### src/rtl/dnn_mac_scheduler_pkg.sv
// Shared types and constants for the dot-product accelerator batch scheduler.
package dnn_sched_pkg;

   typedef enum logic [2:0] {
      IDLE      = 3'd0,
      ISSUE     = 3'd1,
      WAIT_FULL = 3'd2,
      TRIGGER   = 3'd3,
      READ      = 3'd4
   } sched_state_t;

   localparam int BATCH_LEN = 64;
   localparam int IDX_W     = 6;
   localparam int RES_W     = 32;
   localparam int VEC_W     = 64;

   // Width needed to hold values 0..n-1, never less than one bit.
   function automatic int clog2Min1(input int n);
      return (n > 1) ? $clog2(n) : 1;
   endfunction

endpackage

### src/rtl/dnn_mac_scheduler_if.sv
// Scheduler <-> dnn_accelerator link: job issue, drain handshake and result read-back.
interface dnn_mac_scheduler_if;
   import dnn_sched_pkg::*;

   logic             EN_mac;
   logic [VEC_W-1:0] mac_vecA;
   logic [VEC_W-1:0] mac_vecB;
   logic             RDY_mac;
   logic             EN_readMem;
   logic             VALID_memVal;
   logic [RES_W-1:0] memVal_data;

   modport master (
      output EN_mac, mac_vecA, mac_vecB, EN_readMem,
      input  RDY_mac, VALID_memVal, memVal_data
   );

   modport slave (
      input  EN_mac, mac_vecA, mac_vecB, EN_readMem,
      output RDY_mac, VALID_memVal, memVal_data
   );

endinterface

### src/rtl/dnn_mac_scheduler_rr_arbiter.sv
// Round-robin arbiter: first asserted request at or after ptr wins; one-hot grant plus index.
module dnn_rr_arbiter
   import dnn_sched_pkg::*;
#(
   parameter int N  = 2,
   parameter int IW = clog2Min1(N)
)(
   input  logic [N-1:0]  req,
   input  logic [IW-1:0] ptr,
   input  logic          en,
   output logic [N-1:0]  gnt,
   output logic [IW-1:0] gnt_idx
);

   int   pos_s;
   logic found_s;

   // Rotating priority search starting at ptr (ptr is always below N).
   always_comb begin
      gnt     = {N{1'b0}};
      gnt_idx = {IW{1'b0}};
      found_s = 1'b0;
      pos_s   = 0;
      for (int k = 0; k < N; k++) begin
         pos_s = int'(ptr) + k;
         if (pos_s >= N) begin
            pos_s = pos_s - N;
         end else begin
            pos_s = pos_s;
         end
         if (en && !found_s && req[pos_s]) begin
            gnt[pos_s] = 1'b1;
            gnt_idx    = IW'(pos_s);
            found_s    = 1'b1;
         end else begin
            found_s = found_s;
         end
      end
   end

endmodule

### src/rtl/dnn_mac_scheduler.sv
// Batch scheduler: round-robin issue of 64 tagged MAC jobs, then read-back of the tagged results.
module dnn_mac_scheduler
   import dnn_sched_pkg::*;
#(
   parameter int  NUM_REQ       = 2,
   parameter int  MIN_ISSUE_GAP = 1,
   parameter int  DRAIN_TIMEOUT = 256,
   localparam int ID_W          = clog2Min1(NUM_REQ)
)(
   input  logic                     clk,
   input  logic                     rst_n,
   input  logic [NUM_REQ-1:0]       req_valid,
   input  logic [NUM_REQ*VEC_W-1:0] req_vecA,
   input  logic [NUM_REQ*VEC_W-1:0] req_vecB,
   output logic [NUM_REQ-1:0]       req_ready,
   dnn_mac_scheduler_if.master      acc,
   output logic                     res_valid,
   output logic [RES_W-1:0]         res_data,
   output logic [ID_W-1:0]          res_req_id,
   output logic [IDX_W-1:0]         res_index,
   output logic                     busy,
   output logic                     batch_done,
   output logic                     err_timeout
);

   localparam int GAP_W = clog2Min1(MIN_ISSUE_GAP);
   localparam int TO_W  = clog2Min1(DRAIN_TIMEOUT);

   sched_state_t     state_r, stateNext_s;
   logic [6:0]       issueCnt_r;
   logic [5:0]       rdCnt_r;
   logic [GAP_W-1:0] gapCnt_r;
   logic [TO_W-1:0]  waitCnt_r;
   logic [ID_W-1:0]  ptr_r;
   logic [ID_W-1:0]  tagMem_r [BATCH_LEN];
   logic             enMac_r, enReadMem_r, donePend_r;
   logic [VEC_W-1:0] macVecA_r, macVecB_r, selVecA_s, selVecB_s;
   logic [NUM_REQ-1:0] gnt_s;
   logic [ID_W-1:0]  gntIdx_s;
   logic             grantEn_s, accept_s, lastIssue_s, beat_s, lastBeat_s;

   assign grantEn_s   = (state_r == ISSUE) && acc.RDY_mac && (gapCnt_r == {GAP_W{1'b0}}) && !issueCnt_r[6];
   assign accept_s    = |(gnt_s & req_valid);
   assign lastIssue_s = accept_s && (issueCnt_r == 7'd63);
   assign beat_s      = (state_r == READ) && acc.VALID_memVal;
   assign lastBeat_s  = beat_s && (rdCnt_r == 6'd63);

   assign req_ready      = gnt_s;
   assign acc.EN_mac     = enMac_r;
   assign acc.mac_vecA   = macVecA_r;
   assign acc.mac_vecB   = macVecB_r;
   assign acc.EN_readMem = enReadMem_r;

   dnn_rr_arbiter #(.N(NUM_REQ), .IW(ID_W)) u_arb (
      .req     (req_valid),
      .ptr     (ptr_r),
      .en      (grantEn_s),
      .gnt     (gnt_s),
      .gnt_idx (gntIdx_s)
   );

   // Operand mux for the granted requester.
   always_comb begin
      selVecA_s = {VEC_W{1'b0}};
      selVecB_s = {VEC_W{1'b0}};
      for (int i = 0; i < NUM_REQ; i++) begin
         if (gnt_s[i]) begin
            selVecA_s = req_vecA[i*VEC_W +: VEC_W];
            selVecB_s = req_vecB[i*VEC_W +: VEC_W];
         end else begin
            selVecA_s = selVecA_s;
            selVecB_s = selVecB_s;
         end
      end
   end

   // Next-state logic.
   always_comb begin
      stateNext_s = state_r;
      case (state_r)
         IDLE:      if (|req_valid)   stateNext_s = ISSUE;     else stateNext_s = IDLE;
         ISSUE:     if (lastIssue_s)  stateNext_s = WAIT_FULL; else stateNext_s = ISSUE;
         WAIT_FULL: if (!acc.RDY_mac) stateNext_s = TRIGGER;   else stateNext_s = WAIT_FULL;
         TRIGGER:   stateNext_s = READ;
         READ:      if (lastBeat_s)   stateNext_s = IDLE;      else stateNext_s = READ;
         default:   stateNext_s = IDLE;
      endcase
   end

   // State register plus status flags decoded from the next state.
   always_ff @(posedge clk or negedge rst_n) begin
      if (!rst_n) begin
         state_r     <= IDLE;
         busy        <= 1'b0;
         enReadMem_r <= 1'b0;
      end else begin
         state_r     <= stateNext_s;
         busy        <= (stateNext_s != IDLE);
         enReadMem_r <= (stateNext_s == TRIGGER);
      end
   end

   // Issue path: pointer, spacing counter, job counter and the registered job to the accelerator.
   always_ff @(posedge clk or negedge rst_n) begin
      if (!rst_n) begin
         ptr_r      <= {ID_W{1'b0}};
         gapCnt_r   <= {GAP_W{1'b0}};
         issueCnt_r <= 7'd0;
         enMac_r    <= 1'b0;
         macVecA_r  <= {VEC_W{1'b0}};
         macVecB_r  <= {VEC_W{1'b0}};
      end else begin
         enMac_r <= accept_s;
         if (accept_s) begin
            ptr_r      <= (gntIdx_s == ID_W'(NUM_REQ - 1)) ? {ID_W{1'b0}} : gntIdx_s + {{(ID_W-1){1'b0}}, 1'b1};
            gapCnt_r   <= GAP_W'(MIN_ISSUE_GAP - 1);
            issueCnt_r <= issueCnt_r + 7'd1;
            macVecA_r  <= selVecA_s;
            macVecB_r  <= selVecB_s;
         end else begin
            if (gapCnt_r != {GAP_W{1'b0}}) begin
               gapCnt_r <= gapCnt_r - {{(GAP_W-1){1'b0}}, 1'b1};
            end
            if (lastBeat_s) begin
               issueCnt_r <= 7'd0;
            end
         end
      end
   end

   // Owner tag per batch slot.
   always_ff @(posedge clk or negedge rst_n) begin
      if (!rst_n) begin
         for (int i = 0; i < BATCH_LEN; i++) begin
            tagMem_r[i] <= {ID_W{1'b0}};
         end
      end else if (accept_s) begin
         tagMem_r[issueCnt_r[5:0]] <= gntIdx_s;
      end
   end

   // Drain watchdog; the flag only clears on reset and the FSM keeps waiting.
   always_ff @(posedge clk or negedge rst_n) begin
      if (!rst_n) begin
         waitCnt_r   <= {TO_W{1'b0}};
         err_timeout <= 1'b0;
      end else if (state_r == WAIT_FULL) begin
         if (waitCnt_r == TO_W'(DRAIN_TIMEOUT - 1)) begin
            err_timeout <= 1'b1;
         end else begin
            waitCnt_r <= waitCnt_r + {{(TO_W-1){1'b0}}, 1'b1};
         end
      end else begin
         waitCnt_r <= {TO_W{1'b0}};
      end
   end

   // Read-back: each beat in READ becomes one tagged result a cycle later.
   always_ff @(posedge clk or negedge rst_n) begin
      if (!rst_n) begin
         rdCnt_r    <= 6'd0;
         res_valid  <= 1'b0;
         res_data   <= {RES_W{1'b0}};
         res_req_id <= {ID_W{1'b0}};
         res_index  <= {IDX_W{1'b0}};
         donePend_r <= 1'b0;
         batch_done <= 1'b0;
      end else begin
         res_valid  <= beat_s;
         donePend_r <= lastBeat_s;
         batch_done <= donePend_r;
         if (beat_s) begin
            res_data   <= acc.memVal_data;
            res_req_id <= tagMem_r[rdCnt_r];
            res_index  <= rdCnt_r;
            rdCnt_r    <= lastBeat_s ? 6'd0 : rdCnt_r + 6'd1;
         end
      end
   end

endmodule

### src/flat_wrapper.sv
// flat-port wrapper written by rule: the top's interface ports become plain ports
module dnn_mac_scheduler_flat import dnn_sched_pkg::*;
#(
   parameter int  NUM_REQ       = 2,
   parameter int  MIN_ISSUE_GAP = 1,
   parameter int  DRAIN_TIMEOUT = 256,
   localparam int ID_W          = clog2Min1(NUM_REQ)
)
  (clk, rst_n, req_valid, req_vecA, req_vecB, req_ready, res_valid, res_data, res_req_id, res_index, busy, batch_done, err_timeout, acc_EN_mac, acc_mac_vecA, acc_mac_vecB, acc_EN_readMem, acc_RDY_mac, acc_VALID_memVal, acc_memVal_data);
  dnn_mac_scheduler_if acc_i ();
  input  logic clk;
  input  logic rst_n;
  input  logic [NUM_REQ-1:0] req_valid;
  input  logic [NUM_REQ*VEC_W-1:0] req_vecA;
  input  logic [NUM_REQ*VEC_W-1:0] req_vecB;
  output logic [NUM_REQ-1:0] req_ready;
  output logic res_valid;
  output logic [RES_W-1:0] res_data;
  output logic [ID_W-1:0] res_req_id;
  output logic [IDX_W-1:0] res_index;
  output logic busy;
  output logic batch_done;
  output logic err_timeout;
  output wire logic [$bits(acc_i.EN_mac)-1:0] acc_EN_mac;
  output wire logic [$bits(acc_i.mac_vecA)-1:0] acc_mac_vecA;
  output wire logic [$bits(acc_i.mac_vecB)-1:0] acc_mac_vecB;
  output wire logic [$bits(acc_i.EN_readMem)-1:0] acc_EN_readMem;
  input wire logic [$bits(acc_i.RDY_mac)-1:0] acc_RDY_mac;
  input wire logic [$bits(acc_i.VALID_memVal)-1:0] acc_VALID_memVal;
  input wire logic [$bits(acc_i.memVal_data)-1:0] acc_memVal_data;
  assign acc_EN_mac = acc_i.EN_mac;
  assign acc_mac_vecA = acc_i.mac_vecA;
  assign acc_mac_vecB = acc_i.mac_vecB;
  assign acc_EN_readMem = acc_i.EN_readMem;
  assign acc_i.RDY_mac = acc_RDY_mac;
  assign acc_i.VALID_memVal = acc_VALID_memVal;
  assign acc_i.memVal_data = acc_memVal_data;
  dnn_mac_scheduler #(.NUM_REQ(NUM_REQ), .MIN_ISSUE_GAP(MIN_ISSUE_GAP), .DRAIN_TIMEOUT(DRAIN_TIMEOUT)) u_core (.clk(clk), .rst_n(rst_n), .req_valid(req_valid), .req_vecA(req_vecA), .req_vecB(req_vecB), .req_ready(req_ready), .acc(acc_i), .res_valid(res_valid), .res_data(res_data), .res_req_id(res_req_id), .res_index(res_index), .busy(busy), .batch_done(batch_done), .err_timeout(err_timeout));
endmodule
### config.mk
export PLATFORM = sky130hd
export DESIGN_NAME = dnn_mac_scheduler_flat
export DESIGN_NICKNAME = d
export VERILOG_FILES = /design/src/rtl/dnn_mac_scheduler_pkg.sv /design/src/rtl/dnn_mac_scheduler_if.sv /design/src/rtl/dnn_mac_scheduler_rr_arbiter.sv /design/src/rtl/dnn_mac_scheduler.sv /design/src/flat_wrapper.sv
export SDC_FILE = /design/constraint.sdc
export NUM_CORES = 1
export LEC_CHECK = 0
export ABC_CLOCK_PERIOD_IN_PS = 2600
export CAP_MARGIN = 20
export CORE_MARGIN = 2
export CORE_UTILIZATION = 35
export CTS_BUF_LIST = sky130_fd_sc_hd__clkbuf_4 sky130_fd_sc_hd__clkbuf_8
export DETAILED_ROUTE_END_ITERATION = 7
export GPL_TIMING_DRIVEN = 0
export PLACE_DENSITY_LB_ADDON = 0.05
export REMOVE_ABC_BUFFERS = 1
export SLEW_MARGIN = 10
export SYNTH_ARGS = -nofsm -noshare
export SYNTH_HDL_FRONTEND = slang
export SYNTH_HIERARCHICAL = 1
export SYNTH_SLANG_ARGS = --single-unit
### constraint.sdc
create_clock -name clk -period 2.6 [get_ports clk]
set_clock_uncertainty 0.05 [all_clocks]
set_input_delay 0.78 -clock clk [delete_from_list [all_inputs] [get_ports clk]]
set_output_delay 0.78 -clock clk [all_outputs]
set_load 0.02 [all_outputs]
==> flow_metrics.tcl, run 1 <==
set metrics [dict create \
    status "complete, but fails checks" \
    violations "negative setup slack" \
    place_area_mm2 0.0172 \
    drv_cap 0 \
    wirelength_um 44000 \
    dieWidth_um 189 \
    crit_path_top_delay_cell "dfrtp_2" \
    leakage_nw 8.27 \
    max_freq_mhz 374 \
    rsz0062_at_grt "yes" \
    grt_overflow_total 0 \
    cp-start-kind "flip-flop" \
    cp.depth 6 \
    wl_per_cell_um 20.5 \
    worst_slack_ns -0.0734 \
    r2r_slack_ns 0.10 \
    critical_path_peak_fanout 3 \
    synth_edf_count 0 \
    powerDensity_mw_per_mm2 692 \
    grt_pass1_vias 11200 \
    endpoint_kind "output pin" \
    cts_root_buf "clkbuf_8" \
    cts.hold.buffers_added 0 \
    die_area_mm2 0.0355 \
    setup_violations 1 \
    drive_gt1_share_pct 17.0 \
    async_flop_share_pct 100 \
    stdcell_area_mm2 0.0191 \
    hpwl_um 30400 \
    multi_input_area_mm2 0.00542 \
    crit_buf_inv 2 \
    seq_area_frac_synth_pct 55.2 \
    cp-endpoint "req_ready[1]" \
    fp.dieH_um 189 \
    finalNetCount 1954 \
    gp_congestion 0.787 \
    hold_viol_final 0 \
    grt_max_degree 84 \
    crit_required_ns 1.77 \
    hold_class "primary input to async pin" \
    ys_ff_latch 263 \
    path_delay_family "flip-flops" \
    cts_tree "built" \
    drt_iter0_markers 564 \
    grt_pass1_wl_um 66700 \
    numPortBuffers 468 \
    slew_violations 0 \
    slew_headroom_pct 45.5 \
    dp_slack_ns -2.02 \
    gr-usage-all-layers_pct 24.2 \
    final.period_utilization_pct 103 \
    dr_total_vias 10800 \
    syn_area_per_cell_um2 10.1 \
    crit_start "u_core/state_r[1]$_DFF_PN0_" \
    reg2reg_to "u_core/acc.mac_vecB[27]$_DFFE_PN0P_" \
    vdd_ir_drop_max_uv 355 \
    num_io_pins 469 \
    synth.distinct_cells 58 \
    antenna_left 0 \
    viasPerCell 5.05 \
    worst_hold_slack_ns 0.0687 \
    r2r_cells 11 \
    ys_warn_count 6 \
    synth_ff_type "dfrtp_1" \
    cts.sinks 263 \
    tightest_slew_ns 0.816 \
    crit_chain "nor2_1, and4b_1, nand2_2, a21oi_4, buf_12, buf_8" \
    regArea_mm2 0.00659 \
    row_count 67 \
    period_needed_ns 2.67 \
    syn2layout_area_growth_pct 60.7 \
    cts_buffers 47 \
    worstPathArrival_ns 1.84 \
    drtPass1Iterations 5 \
    antenna_found_initial 4 \
    initial_core_util_pct 35.5 \
    clock_latency_ns 0.57 \
    core_area_mm2 0.0335 \
    n_fill_cell 2936 \
    critPathKind "flip-flop to output pin" \
    cts.clk_slew.worst_paths_ns 0.06 \
    totalPowerFinal_mw 13.3 \
    netlist_area_mm2 0.0119 \
    cts_buffer_depth 3 \
    rr_startpoint "u_core/state_r[1]$_DFF_PN0_" \
    drc_errors 0 \
    cp_slowest_stage_delay_ns 0.40 \
    htreeDepth 2 \
    syn_inst 1179 \
]
==> layout by cell type, fill, tap and decap left out, types with 4 or more instances in the layout <==
cell and instances:
clkbuf_8 64, o21ai_0 7, buf_4 24, buf_16 6, nor2_1 300, diode_2 4
mux2_1 11, mux2_4 19, a221oi_1 100, nand2_2 7, buf_6 11, buf_12 7
nor2_4 9, a21oi_1 11, mux2i_1 16, dfrtp_1 259, nor2_2 8, mux2_2 42
buf_8 7, a22oi_1 6, nand2_1 146, a221oi_2 22, nand4_1 8, dfrtp_2 4
nand3b_1 6, nand3_1 4, clkbuf_4 19, o21ai_1 7, and2_1 4, a221oi_4 6
clkdlybuf4s50_1 461
==> Yosys cell counts, types with 3 or more instances <==
| library cell | count | area share (%) |
|---|---|---|
| nor2_1 | 317 | 10 |
| mux2i_1 | 16 | 1.3 |
| buf_1 | 7 | 0.22 |
| a22oi_1 | 7 | 0.44 |
| clkbuf_1 | 58 | 1.8 |
| buf_2 | 28 | 1.2 |
| mux2_1 | 19 | 1.8 |
| ha_1 | 3 | 0.32 |
| nand2b_1 | 4 | 0.21 |
| a21oi_1 | 15 | 0.63 |
| xnor2_1 | 3 | 0.22 |
| buf_12 | 3 | 0.50 |
| o21ai_1 | 6 | 0.25 |
| a31oi_1 | 3 | 0.16 |
| nor2b_1 | 3 | 0.16 |
| and3_1 | 3 | 0.16 |
| mux2_2 | 51 | 4.8 |
| a221oi_1 | 128 | 9.4 |
| mux4_2 | 3 | 0.57 |
| and2_1 | 4 | 0.21 |
| nand3_1 | 5 | 0.21 |
| mux4_1 | 3 | 0.66 |
| o21ai_0 | 8 | 0.34 |
| dfrtp_1 | 263 | 55 |
| nand4_1 | 8 | 0.42 |
| nand2_1 | 157 | 4.9 |
| nand3b_1 | 6 | 0.38 |
==> stage by stage <==
stage / cells / util, % / setup TNS, ns
2_1_floorplan: 1082 / - / -2510.73
3_3_place_gp: 1998 / 49.8 / -8422.23
3_5_place_dp: 2019 / 51.2 / -290.86
4_1_cts: 2128 / 55.4 / -0.258
5_1_grt: 2143 / 57.1 / -0.439
6_report: 2144 / 57.1 / -0.0734
==> how the worst min path moves through the flow <==
stage,startpoint,endpoint
after global routing,rst_n,u_core/tagMem_r[30]$_DFFE_PN0P_
after floorplan,u_core/donePend_r$_DFF_PN0_,u_core/batch_done$_DFF_PN0_
final,rst_n,u_core/tagMem_r[30]$_DFFE_PN0P_
after detailed placement,u_core/donePend_r$_DFF_PN0_,u_core/batch_done$_DFF_PN0_
after global placement,u_core/donePend_r$_DFF_PN0_,u_core/batch_done$_DFF_PN0_
after CTS,rst_n,u_core/tagMem_r[30]$_DFFE_PN0P_
==> area by class of cell <==
| class | instances | area share [%] |
|---|---|---|
| inverters | 4 | 0.203 |
| flip-flops and latches | 263 | 34.4 |
| clock inverters | 1 | 0.0392 |
| well taps | 448 | 2.93 |
| repair buffers | 524 | 28.7 |
| clock buffers | 83 | 5.34 |
| repair inverters | 1 | 0.0457 |
| multi-input cells | 816 | 28.3 |
| diodes | 4 | 0.0523 |
==> registers in the layout, indices dropped and copies added (netlist names), 3 cells and up <==
name                 count
u_core/res_data         32
u_core/acc.mac_vecB     64
u_core/tagMem_r         64
u_core/rdCnt_r           6
u_core/issueCnt_r        7
u_core/state_r           3
u_core/acc.mac_vecA     64
u_core/waitCnt_r         8
u_core/res_index         6
==> kinds of logic (layout without fill, tap and decap cells) <==
family          after synthesis  count (layout)  synth area share, %
xor+xnor                      5               5                0.368
fa+ha+maj                     3               3                0.315
flops                       263             263                 55.2
simple gates                532             533                 18.5
mux                          94              94                 9.44
buf+inv                     101             613                 3.95
other cells                   0               4                    0
compound gates              181             181                 12.2
==> what timing repair did <==
item | in CTS | in global routing
pin swaps | 7 | 12
endpoints found under the setup margin | 212 | 160
gates cloned | 5 | 1
gates resized for setup | 44 | 99
buffers inserted | 21 | 13
==> power breakdown <==
group          internal, mW  leakage [nW]  total, mW  switching [mW]
combinational          1.93          4.37       3.97            2.03
sequential             4.70          3.35       5.12           0.422
clock                  2.45         0.548       4.16            1.71
==> metal layers <==
| layer | vias to the layer above | global-route usage (%) | wire length (um) |
|---|---|---|---|
| met5 | - | 0 | 13 |
| met4 | 2 | 7.27 | 994 |
| met3 | 67 | 8.34 | 3770 |
| met1 | 5284 | 28.8 | 17300 |
| li1 | 5110 | - | - |
| met2 | 358 | 41.3 | 21900 |
Note: power is estimated with default switching activity, not from simulation.
==> run 2, diff against run 1 <==
--- a/config.mk
+++ b/config.mk
@@ -6,7 +6,7 @@
 export NUM_CORES = 1
 export LEC_CHECK = 0
 export ABC_CLOCK_PERIOD_IN_PS = 2600
-export CAP_MARGIN = 20
+export CAP_MARGIN = 5
 export CORE_MARGIN = 2
 export CORE_UTILIZATION = 35
 export CTS_BUF_LIST = sky130_fd_sc_hd__clkbuf_4 sky130_fd_sc_hd__clkbuf_8
==> flow_metrics.tcl, run 2 (same netlist as run 1, synthesis figures left out) <==
set metrics [dict create \
    status "complete, but fails checks" \
    violations "negative setup slack" \
    grt_max_degree 102 \
    max_freq_mhz 375 \
    cts_tree "built" \
    cts_root_buf "clkbuf_8" \
    vdd_ir_drop_max_uv 353 \
    slew_headroom_pct 45.2 \
    final.period_utilization_pct 103 \
    critPathKind "flip-flop to output pin" \
    endpoint_kind "output pin" \
    multi_input_area_mm2 0.00515 \
    critical_path_peak_fanout 3 \
    clock_latency_ns 0.56 \
    grt_pass1_vias 11300 \
    n_fill_cell 2956 \
    wl_per_cell_um 20.1 \
    cts.clk_slew.worst_paths_ns 0.06 \
    cts_buffers 49 \
    period_needed_ns 2.67 \
    row_count 67 \
    cts.hold.buffers_added 0 \
    htreeDepth 2 \
    tightest_slew_ns 0.820 \
    hpwl_um 30400 \
    powerDensity_mw_per_mm2 700 \
    antenna_left 0 \
    numPortBuffers 468 \
    regArea_mm2 0.00659 \
    hold_class "primary input to async pin" \
    cp_slowest_stage_delay_ns 0.40 \
    wirelength_um 43100 \
    drc_errors 0 \
    core_area_mm2 0.0335 \
    slew_violations 0 \
    die_area_mm2 0.0355 \
    worstPathArrival_ns 1.84 \
    final_cell_mix "461 x clkdlybuf4s50_1, 294 x nor2_1, 259 x dfrtp_1" \
    finalNetCount 1951 \
    worst_hold_slack_ns 0.0597 \
    crit_required_ns 1.77 \
    antenna_found_initial 7 \
    cts.sinks 263 \
    syn2layout_area_growth_pct 58.0 \
    fp.dieH_um 189 \
    drv_cap 0 \
    worst_slack_ns -0.0657 \
    crit_path_top_delay_cell "dfrtp_2" \
    gp_congestion 0.787 \
    grt_pass1_wl_um 66000 \
    drtPass1Iterations 5 \
    dr_total_vias 10800 \
    gr-usage-all-layers_pct 23.8 \
    setup_violations 1 \
    viasPerCell 5.06 \
    final_common_cell "clkdlybuf4s50_1" \
    hold_viol_final 0 \
    cts_buffer_depth 3 \
    num_io_pins 469 \
    setup_tns_ns -0.0657 \
    drive_gt1_share_pct 15.3 \
    rsz0062_at_grt "yes" \
    initial_core_util_pct 35.5 \
    drt_iter0_markers 548 \
    crit_chain "nor2_1, and4b_1, nand2_2, a21oi_4, buf_12, buf_8" \
    leakage_nw 8.14 \
    dieWidth_um 189 \
    cp-start-kind "flip-flop" \
    grt_overflow_total 0 \
]
run 2: cell types whose count changed in the layout (fill, tap and decap cells not counted), moves of 7 or more:
| cell | before | now |
|---|---|---|
| mux2_4 | 19 | 3 |
| mux2_1 | 11 | 18 |
| nor2_4 | 9 | 2 |
| a221oi_2 | 22 | 9 |
| nor2_2 | 8 | 21 |
| a221oi_1 | 100 | 118 |
| nand2_1 | 146 | 154 |
| mux2_2 | 42 | 51 |
run 2: area by class of cell:
type                       count  share of cell area, %
sequential                   263                   35.0
timing repair buffer         519                   28.8
timing repair inverter         1                 0.0465
multi-input combinational    816                   27.3
tap                          448                   2.98
clock buffer                  85                   5.42
antenna                        6                 0.0797
inverter                       4                  0.246
clock inverter                 2                  0.106
run 2: worst max-delay path, delay by kind of cell, from the launching register on:
kind / cells / cell delay, ns
compound gates: 1 / 0.21
buf+inv: 2 / 0.25
flops: 1 / 0.40
simple gates: 3 / 0.40
run 2: report_power, final:
part	switching [mW]	leakage, nW	internal [mW]
clock network	1.73	0.560	2.45
logic	1.99	4.22	1.90
registers	0.413	3.35	4.70
run 2: routing by layer:
metal,global-route usage [%],vias to the layer above,wire length (um)
met1,28.1,5263,16700
li1,-,5094,-
met4,9.80,2,1570
met2,39.9,388,21100
met5,0,-,13
met3,7.93,94,3650
run 2: worst paths after layout:
path                                                  start                             endpoint  slack, ns  cells after the start
worst max-delay path            u_core/state_r[1]$_DFF_PN0_                         req_ready[1]      -0.07                      6
worst max register to register  u_core/state_r[1]$_DFF_PN0_      u_core/tagMem_r[45]$_DFFE_PN0P_       0.02                     12
worst min register to register  u_core/donePend_r$_DFF_PN0_          u_core/batch_done$_DFF_PN0_       0.31                      0
worst min-delay path                                  rst_n      u_core/tagMem_r[30]$_DFFE_PN0P_       0.06                      1
min in group clk                u_core/donePend_r$_DFF_PN0_          u_core/batch_done$_DFF_PN0_       0.31                      0
max in group asynchronous                             rst_n  u_core/acc.mac_vecB[49]$_DFFE_PN0P_       1.37                      3
run 2: through the flow:
step / cells / total power [mW] / area, um^2 / worst slack [ns] / util, %
final: 2144 / 13.2 / 18800 / -0.0657 / 56.2
after global routing: 2144 / 13.9 / 18800 / -0.178 / 56.2
after CTS: 2128 / 13.3 / 18600 / -0.210 / 55.4
after detailed placement: 2019 / 8.90 / 17200 / -2.02 / 51.2
after global placement: 1998 / 8.91 / 16700 / -27.65 / 49.8
after floorplan: 1082 / 6.72 / 11500 / -13.21 / -
run 2: what timing repair did:
action | 4_1_cts | 5_1_grt
gates resized for setup | 46 | 48
cloned | 4 | 1
setup buffers | 19 | 11
pin swaps | 6 | 12
setup endpoints to repair | 211 | 120
